<file path="src/rtl/query_patch_aggregator_pkg.sv">
// Shared query-buffer package: the patch aggregator's FSM encoding and its default geometry.
package query_patch_aggregator_pkg;

  localparam int QPA_WORD_WIDTH      = 11;
  localparam int QPA_WORDS_PER_PATCH = 5;
  localparam int QPA_DATA_WIDTH      = QPA_WORD_WIDTH * QPA_WORDS_PER_PATCH;
  localparam int QPA_ADDR_WIDTH      = 7;
  localparam int QPA_NUM_PATCHES     = 128;

  typedef enum logic [1:0] {
    ST_IDLE    = 2'd0,
    ST_COLLECT = 2'd1,
    ST_DONE    = 2'd2
  } qpa_state_e;

endpackage

</file>
<file path="src/rtl/query_patch_aggregator.sv">
// Packs WORDS_PER_PATCH incoming query words into one patch (first word in the LSBs)
// and strobes each finished patch into the query row buffer, NUM_PATCHES per load.
module query_patch_aggregator #(
  parameter int WORD_WIDTH      = query_patch_aggregator_pkg::QPA_WORD_WIDTH,
  parameter int WORDS_PER_PATCH = query_patch_aggregator_pkg::QPA_WORDS_PER_PATCH,
  parameter int DATA_WIDTH      = query_patch_aggregator_pkg::QPA_DATA_WIDTH,
  parameter int ADDR_WIDTH      = query_patch_aggregator_pkg::QPA_ADDR_WIDTH,
  parameter int NUM_PATCHES     = query_patch_aggregator_pkg::QPA_NUM_PATCHES
) (
  input  logic                  clk,
  input  logic                  rst_n,
  input  logic                  start,
  input  logic                  fsm_enable,
  input  logic                  io_valid,
  input  logic [WORD_WIDTH-1:0] io_data,
  output logic                  io_ready,
  output logic                  sender_enable,
  output logic [DATA_WIDTH-1:0] sender_data,
  output logic [ADDR_WIDTH:0]   patch_count,
  output logic                  done
);
  import query_patch_aggregator_pkg::*;

  localparam int IDX_W = (WORDS_PER_PATCH > 1) ? $clog2(WORDS_PER_PATCH) : 1;
  localparam int CNT_W = ADDR_WIDTH + 1;
  localparam logic [IDX_W-1:0] LAST_IDX  = IDX_W'(WORDS_PER_PATCH - 1);
  localparam logic [CNT_W-1:0] COUNT_MAX = CNT_W'(NUM_PATCHES);

  qpa_state_e            state;
  logic [IDX_W-1:0]      word_idx;
  logic [DATA_WIDTH-1:0] patch_buf;
  logic [DATA_WIDTH-1:0] next_patch;
  logic                  accept;
  logic                  last_word;

  assign io_ready  = (state == ST_COLLECT) && fsm_enable;
  assign accept    = io_valid && io_ready;
  assign last_word = (word_idx == LAST_IDX);

  // NOTE: next_patch is defaulted before the loop so every path assigns it and no latch is inferred.
  always_comb begin
    next_patch = patch_buf;
    for (int k = 0; k < WORDS_PER_PATCH; k++) begin
      if (word_idx == IDX_W'(k)) begin
        next_patch[k*WORD_WIDTH +: WORD_WIDTH] = io_data;
      end
    end
  end

  // NOTE: the partial-patch register needs no reset: word_idx restarts at 0 and every
  // slot is rewritten before a patch is emitted, so stale contents never reach sender_data.
  always_ff @(posedge clk) begin
    if (accept) begin
      patch_buf <= next_patch;
    end
  end

  always_ff @(posedge clk or negedge rst_n) begin
    if (!rst_n) begin
      state         <= ST_IDLE;
      word_idx      <= '0;
      patch_count   <= '0;
      sender_enable <= 1'b0;
      sender_data   <= '0;
      done          <= 1'b0;
    end else begin
      sender_enable <= 1'b0;
      case (state)
        ST_IDLE: begin
          if (start) begin
            state       <= ST_COLLECT;
            word_idx    <= '0;
            patch_count <= '0;
          end
        end
        ST_COLLECT: begin
          if (accept) begin
            if (last_word) begin
              word_idx      <= '0;
              sender_enable <= 1'b1;
              sender_data   <= next_patch;
              if (patch_count != COUNT_MAX) begin
                patch_count <= patch_count + CNT_W'(1);
              end
            end else begin
              word_idx <= word_idx + IDX_W'(1);
            end
          end
          // The load ends once the final patch strobe has been presented.
          if (sender_enable && (patch_count == COUNT_MAX)) begin
            state <= ST_DONE;
            done  <= 1'b1;
          end
        end
        ST_DONE: begin
          if (start) begin
            state       <= ST_COLLECT;
            done        <= 1'b0;
            word_idx    <= '0;
            patch_count <= '0;
          end
        end
        default: begin
          state <= ST_IDLE;
          done  <= 1'b0;
        end
      endcase
    end
  end

endmodule

</file>
<file path="config.mk">
export PLATFORM = sky130hd
export DESIGN_NAME = query_patch_aggregator
export DESIGN_NICKNAME = d
export VERILOG_FILES = /design/src/rtl/query_patch_aggregator_pkg.sv /design/src/rtl/query_patch_aggregator.sv
export SDC_FILE = /design/constraint.sdc
export NUM_CORES = 1
export LEC_CHECK = 0
export CAP_MARGIN = 20
export CORE_MARGIN = 1
export CORE_UTILIZATION = 55
export DETAILED_ROUTE_END_ITERATION = 10
export DONT_BUFFER_PORTS = 1
export GPL_TIMING_DRIVEN = 0
export PLACE_DENSITY = 0.7
export SYNTH_ARGS = -nofsm -noshare
export SYNTH_HDL_FRONTEND = slang
export SYNTH_SLANG_ARGS = --single-unit
export TNS_END_PERCENT = 50
</file>
<file path="constraint.sdc">
create_clock -name clk -period 2.2 [get_ports clk]
set_input_delay 0.22 -clock clk [delete_from_list [all_inputs] [get_ports clk]]
set_output_delay 0.22 -clock clk [all_outputs]
set_load 0.01 [all_outputs]
</file>
== Word-level counts from Yosys, hierarchy flattened ==
Index checks and enable logic that the tools add are counted.
Storage, ports and cells
  bits in registers: 125
  bits of input ports: 16
Operators by class
  add/sub/neg operators: 2
  equality and inequality tests: 14
  reductions and logical operators: 12
  bitwise gates (word level): 1
  multiplexer cells: 23
Operator list (count)
  11-bit 2-to-1 mux: 5
  8-bit 2-to-1 mux: 4
  8-bit case mux with 2 select lines: 1
  3-bit 2-to-1 mux: 3
  3-bit AND reduction: 3
  8-bit by 1-bit adder with 8-bit output, second input constant: 1
  8-bit == test, second input constant: 1
  8-bit inequality test, second input constant: 1
  3-bit by 2-bit == test with 1-bit output, second input constant: 2
  2-bit by 1-bit inequality test with 1-bit output, second input constant: 3
  2-bit inequality test, second input constant: 3
  3-bit case mux with 2 select lines: 1
  1-bit 2-to-1 mux: 5
  5-bit AND reduction: 1
  2-bit 2-to-1 mux: 2
  2-bit case mux with 2 select lines: 1
  3-bit by 1-bit adder with 3-bit output, second input constant: 1
  3-bit by 1-bit == test with 1-bit output, second input constant: 1
  3-bit == test, second input constant: 1
  1-bit logical AND: 3
  3-bit zero test: 1
  1-bit case mux with 3 select lines: 1
  2-bit by 1-bit == test with 1-bit output, second input constant: 1
  2-bit == test, second input constant: 1
  5 further kinds: 5

== Depth between registers and ports, before layout ==
Gate-level depths: netlist of the first run.
  depth after elaboration: 5
  depth in mapped cells: 9
  gate-level depth less buffers: 6

== Least setup slack after synthesis of the first run ==
OpenSTA, ideal clock, no wires.
  path type: flip-flop to flip-flop
  from: register state[0]
  to: register sender_data[23]
  cell stages (with the launch flop): 8
  path buffers: 3
  data arrival time: 1.703 ns
  setup slack: 0.372 ns
  cells stage by stage: dfrtp_1 buf_6 and4b_1 buf_6 nand3_4 inv_6 buf_4 mux2_2
Between the ends
  word-level cells in the longest chain between the ends: 4
Ends and longest elaborated chain
  start, declared: line query_patch_aggregator.sv:29  | qpa_state_e state;
  start signal, assigned: line query_patch_aggregator.sv:60  | state <= ST_IDLE;
  start signal, assigned: line query_patch_aggregator.sv:71  | state <= ST_COLLECT;
  start signal, assigned: line query_patch_aggregator.sv:91  | state <= ST_DONE;
  2-bit by 1-bit == test with 1-bit output: line query_patch_aggregator.sv:36  | assign io_ready = (state == ST_COLLECT) && fsm_enable;
  1-bit logical AND: line query_patch_aggregator.sv:36
  1-bit logical AND: line query_patch_aggregator.sv:37  | assign accept = io_valid && io_ready;
  named net accept: line query_patch_aggregator.sv:33  | logic accept;
  3-bit AND reduction (no line)
  end signal, assigned: line query_patch_aggregator.sv:81  | sender_data <= next_patch;
  end, declared: line query_patch_aggregator.sv:18  | output logic [DATA_WIDTH-1:0] sender_data,
The timed path passes the listed nets, and every way through them passes these cells.
A chain may end at the register's enable or synchronous reset.

== Worst setup path in the final report of the first run ==
  from: register state[0]
  to: register sender_data[31]
The elaborated chain is that of the path after synthesis.

==> impl_metrics.yaml, run 1 <==
min_path:
  hp-class: "in2reg"
  hp-start: "start"
  whs_endpoint: "state[0]"
  hold_depth: 2
drt:
  ant_nets: 0
  vias: 2756
  wire_per_inst_um: 21.5
  met2_length_mm: 5.28
  wirelength_mm: 10.2
  drt_iter0_drc: 104
  drtPass1Iterations: 4
  top_layer: "met4"
  drc: 0
  wl_met1_mm: 4.06
  dr_wl_met3_um: 683
  vias_per_cell: 5.78
global_routing:
  grt_use_total: 0.249
  grt_pass1_wl_mm: 15.8
  overflow: 0
  grt_max_degree: 71
  grt_antenna_before_repair: 2
  grt_pass1_vias: 2924
die:
  die_y_um: 95.6
  fp-row-count: 33
  start_util: 0.577
  ioPinCount: 82
  coreArea_um2: 8340
  die-area_um2: 9130
  fp.dieW_um: 95.6
placement:
  place_congestion: 0.786
  io_buffers: 0
  dpl.hpwl_mm: 6.25
layout:
  fill_cells: 611
  multiInputGateArea_um2: 1590
  seq_area_um2: 3070
  syn_to_final_growth_pct: 18.6
  final_nets: 380
  drive_above_1_share: 0.370
timing:
  finClkSkew_ps: 9.38
  hold_violations: 0
  rsz0062_at_grt: "false"
  fin_crit_sh: 0.949
  max-slew-margin-rel: 0.713
  fin_setup_tns_ps: 0
  max_freq_mhz: 479
  tightest_slew_ps: 431
  finalSetupViolCount: 0
  slew_viol_final: 0
  hold-worst-slack_ps: 83.9
  min_period_ps: 2090
yosys:
  syn_area_um2: 4810
  ys_ff_latch: 114
  synth_top_family_by_area: "multiplexers"
  synthFlopType: "dfrtp_1"
  synth_compound_area_frac: 0.0294
  synth.largest_area_cell: "dfrtp_1"
  yosysMostFrequentCell: "mux2_2"
  synth-simple-area-share: 0.0725
  synth_xor_area_frac: 0
  yosys_warnings: 0
  seq_area_frac_synth: 0.638
  avgSynthCellArea_um2: 14.9
  synth.distinct_cells: 37
  syn-instance-count: 324
  yosys-top-cells-area: "dfrtp_1 (36%), edfxtp_1 (27%), mux2_2 (21%), nand2_1 (3.5%), ha_1 (1.8%)"
  synthArstFlopShare: 0.614
  synth_edf_count: 44
  synthAdderAreaFrac: 0.0182
  synth_mux_area_frac: 0.210
  synthDominantCellAreaShare: 0.364
  yosys-top-cells-count: "mux2_2 (89), dfrtp_1 (70), nand2_1 (45), edfxtp_1 (44), o21ai_0 (9)"
  synth_nets: 347
setup_path:
  max_stage_delay_ps: 360
  cpMaxStageDelayCell: "mux2_2"
  crit_fanout: 50
  crit_required_ps: 2580
  cp_top_family: "buffers and inverters"
  rr_startpoint: "state[0]"
  end_kind: "flop"
  reg2reg_slack_ps: 110
  arrival_ps: 2470
  reg2regPathDepth: 7
  reg2reg_to: "sender_data[31]"
  path_buf_inv: 4
  critical_path_class: "reg2reg"
  path_cells: "buf_6 > and4b_1 > buf_8 > nand3_4 > inv_6 > buf_4 > mux2_2"
  startpoint_type: "flop"
cts:
  root_buffer: "clkbuf_8"
  clock-sinks: 114
  ctsLongestPathBuffers: 2
  cts_tree: "done"
  post_cts_buffers: 0
  cts-buffers-inserted: 17
  cts-htree-levels: 4
  clock_latency_ps: 510
  cts.clk_slew.worst_paths_ps: 50
status:
  status: "complete, no violations"
flow_run:
  maxCapViolCount: 0
pwr:
  pwr_density_cell_nw_per_um2: 1320
  power.leakage_uw: 0.00243
  irDropWorstVdd_v: 0.000774
layer usage:
metal / track usage / up-vias
met5: 0 / -
met4: 0.114 / 0
met3: 0.101 / 18
met2: 0.403 / 98
met1: 0.290 / 1411
li1: - / 1229
cell type report:
cell class,instances,area share
well taps,105,0.0230
diodes,2,0.000877
clock buffers,20,0.0763
flip-flops and latches,114,0.538
clock inverters,12,0.0278
repair buffers,14,0.0276
multi-input cells,188,0.279
plain buffers,14,0.0213
inverters,8,0.00614
where the power goes:
part | switching (uW) | internal [uW] | leakage (uW) | total, uW
Sequential | 577 | 2840 | 0.00133 | 3410
Clock | 961 | 1750 | 0.000273 | 2720
Combinational | 651 | 748 | 0.000822 | 1400
flip-flops by register name, summed over array words and instances, names as in the netlist:
name           cells
state              2
sender_data       55
word_idx           3
done               1
patch_buf         44
patch_count        8
sender_enable      1
worst register-to-register path: cells and delay by family, from the launching register on:
family                 cells  cell delay, ps
buffers and inverters      4             800
and+or+nand+nor            2             450
muxes                      1             360
DFF                        1             350
kinds of logic after synthesis:
| kind of cell | Yosys count |
|---|---|
| muxes | 90 |
| buffers and inverters | 22 |
| adders and majority gates | 7 |
| AOI/OAI and AO/OA | 21 |
| DFF | 114 |
| and+or+nand+nor | 70 |
through the flow:
stage | area (um2) | utilization | power (uW) | std cells | worst slack (ps)
2_1_floorplan | 4810 | - | 4420 | 324 | 372
3_3_place_gp | 4950 | 0.593 | 4700 | 429 | 77.7
3_5_place_dp | 4950 | 0.593 | 4780 | 429 | 30.0
4_1_cts | 5700 | 0.683 | 7600 | 475 | 10.7
5_1_grt | 5710 | 0.684 | 7900 | 477 | 7.80
6_report | 5710 | 0.684 | 7530 | 477 | 113
what timing repair did:
item,in CTS,in global routing
endpoints found under the hold margin,144,0
setup endpoints to repair,0,25
hold buffers,14,0
gates resized for setup,0,4
worst max-delay path by stage:
stage               startpoint         endpoint  slack, ps  cells past startpoint
floorplan             state[0]  sender_data[23]        370                      7
global placement      state[0]  sender_data[27]         80                      7
detailed placement    state[0]  sender_data[26]         30                      7
CTS                   state[0]  sender_data[31]         10                      7
global route          state[0]  sender_data[26]          8                      7
finish                state[0]  sender_data[31]        110                      7
cells in the final DEF (no fill, tap or decap), types with 4 or more instances in the layout:
cell           synthesis  layout
clkbuf_16              0      16
ha_1                   7       7
inv_1                  7       7
edfxtp_1              44      44
nor2_1                 4       4
o21ai_0                9       9
mux2_2                89      89
nand3_1                5       5
dlygate4sd3_1          0      13
nand2_1               45      45
dfrtp_1               70      70
clkinvlp_4             0       5
No activity file was read; power rests on OpenSTA's default activity.
==> run 2, diff against run 1 <==
- CORE_UTILIZATION: 55 -> 60
- PLACE_DENSITY: 0.7 -> 0.76
- TNS_END_PERCENT: 50 -> 30
==> run 2 against run 1 <==
Net effect:
- count of clock-buffer cells in the layout fell by 1
- worst hold slack lost 19 ps
- cell area fell by 0.81%
- combinational power about the same
- critical path depth is 2 lower
- total power is 2.3% lower
- critical endpoint is now sender_data[35]
- highest routed layer is now met5
- register-to-register slack about the same
- flip-flop and latch count unchanged
- largest cell class unchanged
==> impl_metrics.yaml, run 2 (same netlist as run 1, synthesis figures left out) <==
die:
  die_y_um: 91.6
  start_util: 0.623
  ioPinCount: 82
  fp-row-count: 32
  die-area_um2: 8390
  fp.dieW_um: 91.6
  coreArea_um2: 7730
pwr:
  p_clk_frac: 0.347
  switching_power_uw: 2160
  cellInternalPower_uw: 5190
  p_comb_frac: 0.190
  p_seq_frac: 0.462
  pwr_density_cell_nw_per_um2: 1300
  netSwitchingFraction: 0.294
  irDropWorstVdd_v: 0.000802
  power.leakage_uw: 0.00241
timing:
  rsz0062_at_grt: "false"
  hold_violations: 0
  fin_crit_sh: 0.947
  slew_viol_final: 0
  worst_slack_ps: 116
  min_period_ps: 2080
  finClkSkew_ps: 10.1
  fin_setup_tns_ps: 0
  tightest_slew_ps: 632
  finalSetupViolCount: 0
  max_freq_mhz: 480
  max-slew-margin-rel: 0.578
setup_path:
  path_cells: "ha_1 > ha_1 > clkbuf_1 > mux2_2 > mux2_2"
  end_kind: "flop"
  path_buf_inv: 1
  arrival_ps: 2470
  rr_startpoint: "word_idx[0]"
  max_stage_delay_ps: 500
  cpMaxStageDelayCell: "clkbuf_1"
  critPathLaunch: "word_idx[0]"
  crit_required_ps: 2590
  critical_path_class: "reg2reg"
  cp_top_family: "multiplexers"
  startpoint_type: "flop"
  crit_fanout: 10
layout:
  top_register: "sender_data"
  syn_to_final_growth_pct: 17.6
  fill_cells: 508
  layout_common_cells: "mux2_2 (89), dfrtp_1 (70), nand2_1 (45), edfxtp_1 (44), clkbuf_16 (16)"
  drive_above_1_share: 0.362
  mostFrequentLayoutCell: "mux2_2"
  largest_reg_flops: 55
  final_nets: 380
  final_cell_count_no_fill: 472
  largestRegisters: "sender_data: 55 flops, patch_buf: 44 flops, patch_count: 8 flops"
  antenna_cells: 0
global_routing:
  grt_max_degree: 71
  overflow: 0
  grt_pass1_vias: 2843
  grt_pass1_wl_mm: 15.6
  grt_antenna_before_repair: 1
  grt_use_total: 0.258
flow_run:
  maxCapViolCount: 0
drt:
  wire_per_inst_um: 20.8
  vias_per_cell: 5.75
  drc: 0
  drtPass1Iterations: 4
  vias: 2714
  ant_nets: 0
  drt_iter0_drc: 125
  wirelength_mm: 9.81
cts:
  ctsLongestPathBuffers: 2
  cts-htree-levels: 4
  cts_tree: "done"
  cts-buffers-inserted: 17
  cts.clk_slew.worst_paths_ps: 60
  clock-sinks: 114
  root_buffer: "clkbuf_8"
  clock_latency_ps: 510
  post_cts_buffers: 0
placement:
  place_congestion: 0.786
  dpl.hpwl_mm: 6.00
  place_inst: 426
  io_buffers: 0
  pre_cts_ws_ps: 64.4
min_path:
  hp-start: "start"
  hp-class: "in2reg"
status:
  status: "complete, no violations"
[run 2: layout make-up]
type	instances	area, um2	share of cell area
Timing Repair Buffer	14	158	0.0278
Multi-Input combinational cell	188	1590	0.281
Sequential cell	114	3070	0.543
Tap cell	102	128	0.0225
Buffer	14	120	0.0212
Inverter	8	35.0	0.00619
Clock buffer	19	422	0.0745
Clock inverter	13	136	0.0241
[run 2: worst paths after layout]
path                       slack, ps               to  cells after the start
max                              120  sender_data[35]                      5
min reg2reg                      550  sender_data[48]                      2
min                               60         state[0]                      2
min in group asynchronous        300  sender_data[23]                      2
max reg2reg                      120  sender_data[35]                      5
max in group asynchronous       1520  sender_data[16]                      2
[run 2: timing repair]
action,in CTS,in global routing
hold buffers,14,0
resized for setup,0,2
hold endpoints to repair,141,0
setup endpoints to repair,0,10
[run 2: per-stage QoR]
step	instance area, um2	util	hold slack (ps)	power [uW]
global placement	4940	0.640	-73.3	4670
CTS	5660	0.732	50.9	7400
global route	5660	0.733	60.9	7710
floorplan	4810	-	-75.6	4420
finish	5660	0.733	64.9	7350
detailed placement	4940	0.640	-73.6	4760
[run 2: per-layer routing]
metal  GRT usage  share of wire  vias to the layer above  wire (um)
met3       0.102          0.067                       18        659
li1            -              -                     1229          -
met2       0.393           0.48                       87       4700
met4      0.0979          0.018                        2        178
met1       0.334           0.43                     1378       4260
met5           0         0.0013                        -         13
[run 2: power by group through the flow]
stage | registers, uW | logic [uW] | clock network, uW
2_1_floorplan | 3310 | 1100 | 0
3_3_place_gp | 3420 | 1250 | 0
3_5_place_dp | 3440 | 1320 | 0
4_1_cts | 3410 | 1400 | 2580
5_1_grt | 3470 | 1550 | 2690
6_report | 3400 | 1400 | 2550
[run 2: worst register-to-register path, stage by stage (launching register included)]
cell,delay [ps]
dfrtp_1,420
ha_1,180
ha_1,170
clkbuf_1,500
mux2_2,420
mux2_2,280
==> run 3, diff against run 2 <==
- SKIP_LAST_GASP: default -> 1
==> results of run 3 <==
No change in the layout: final DEF, timing and power equal those of run 2.
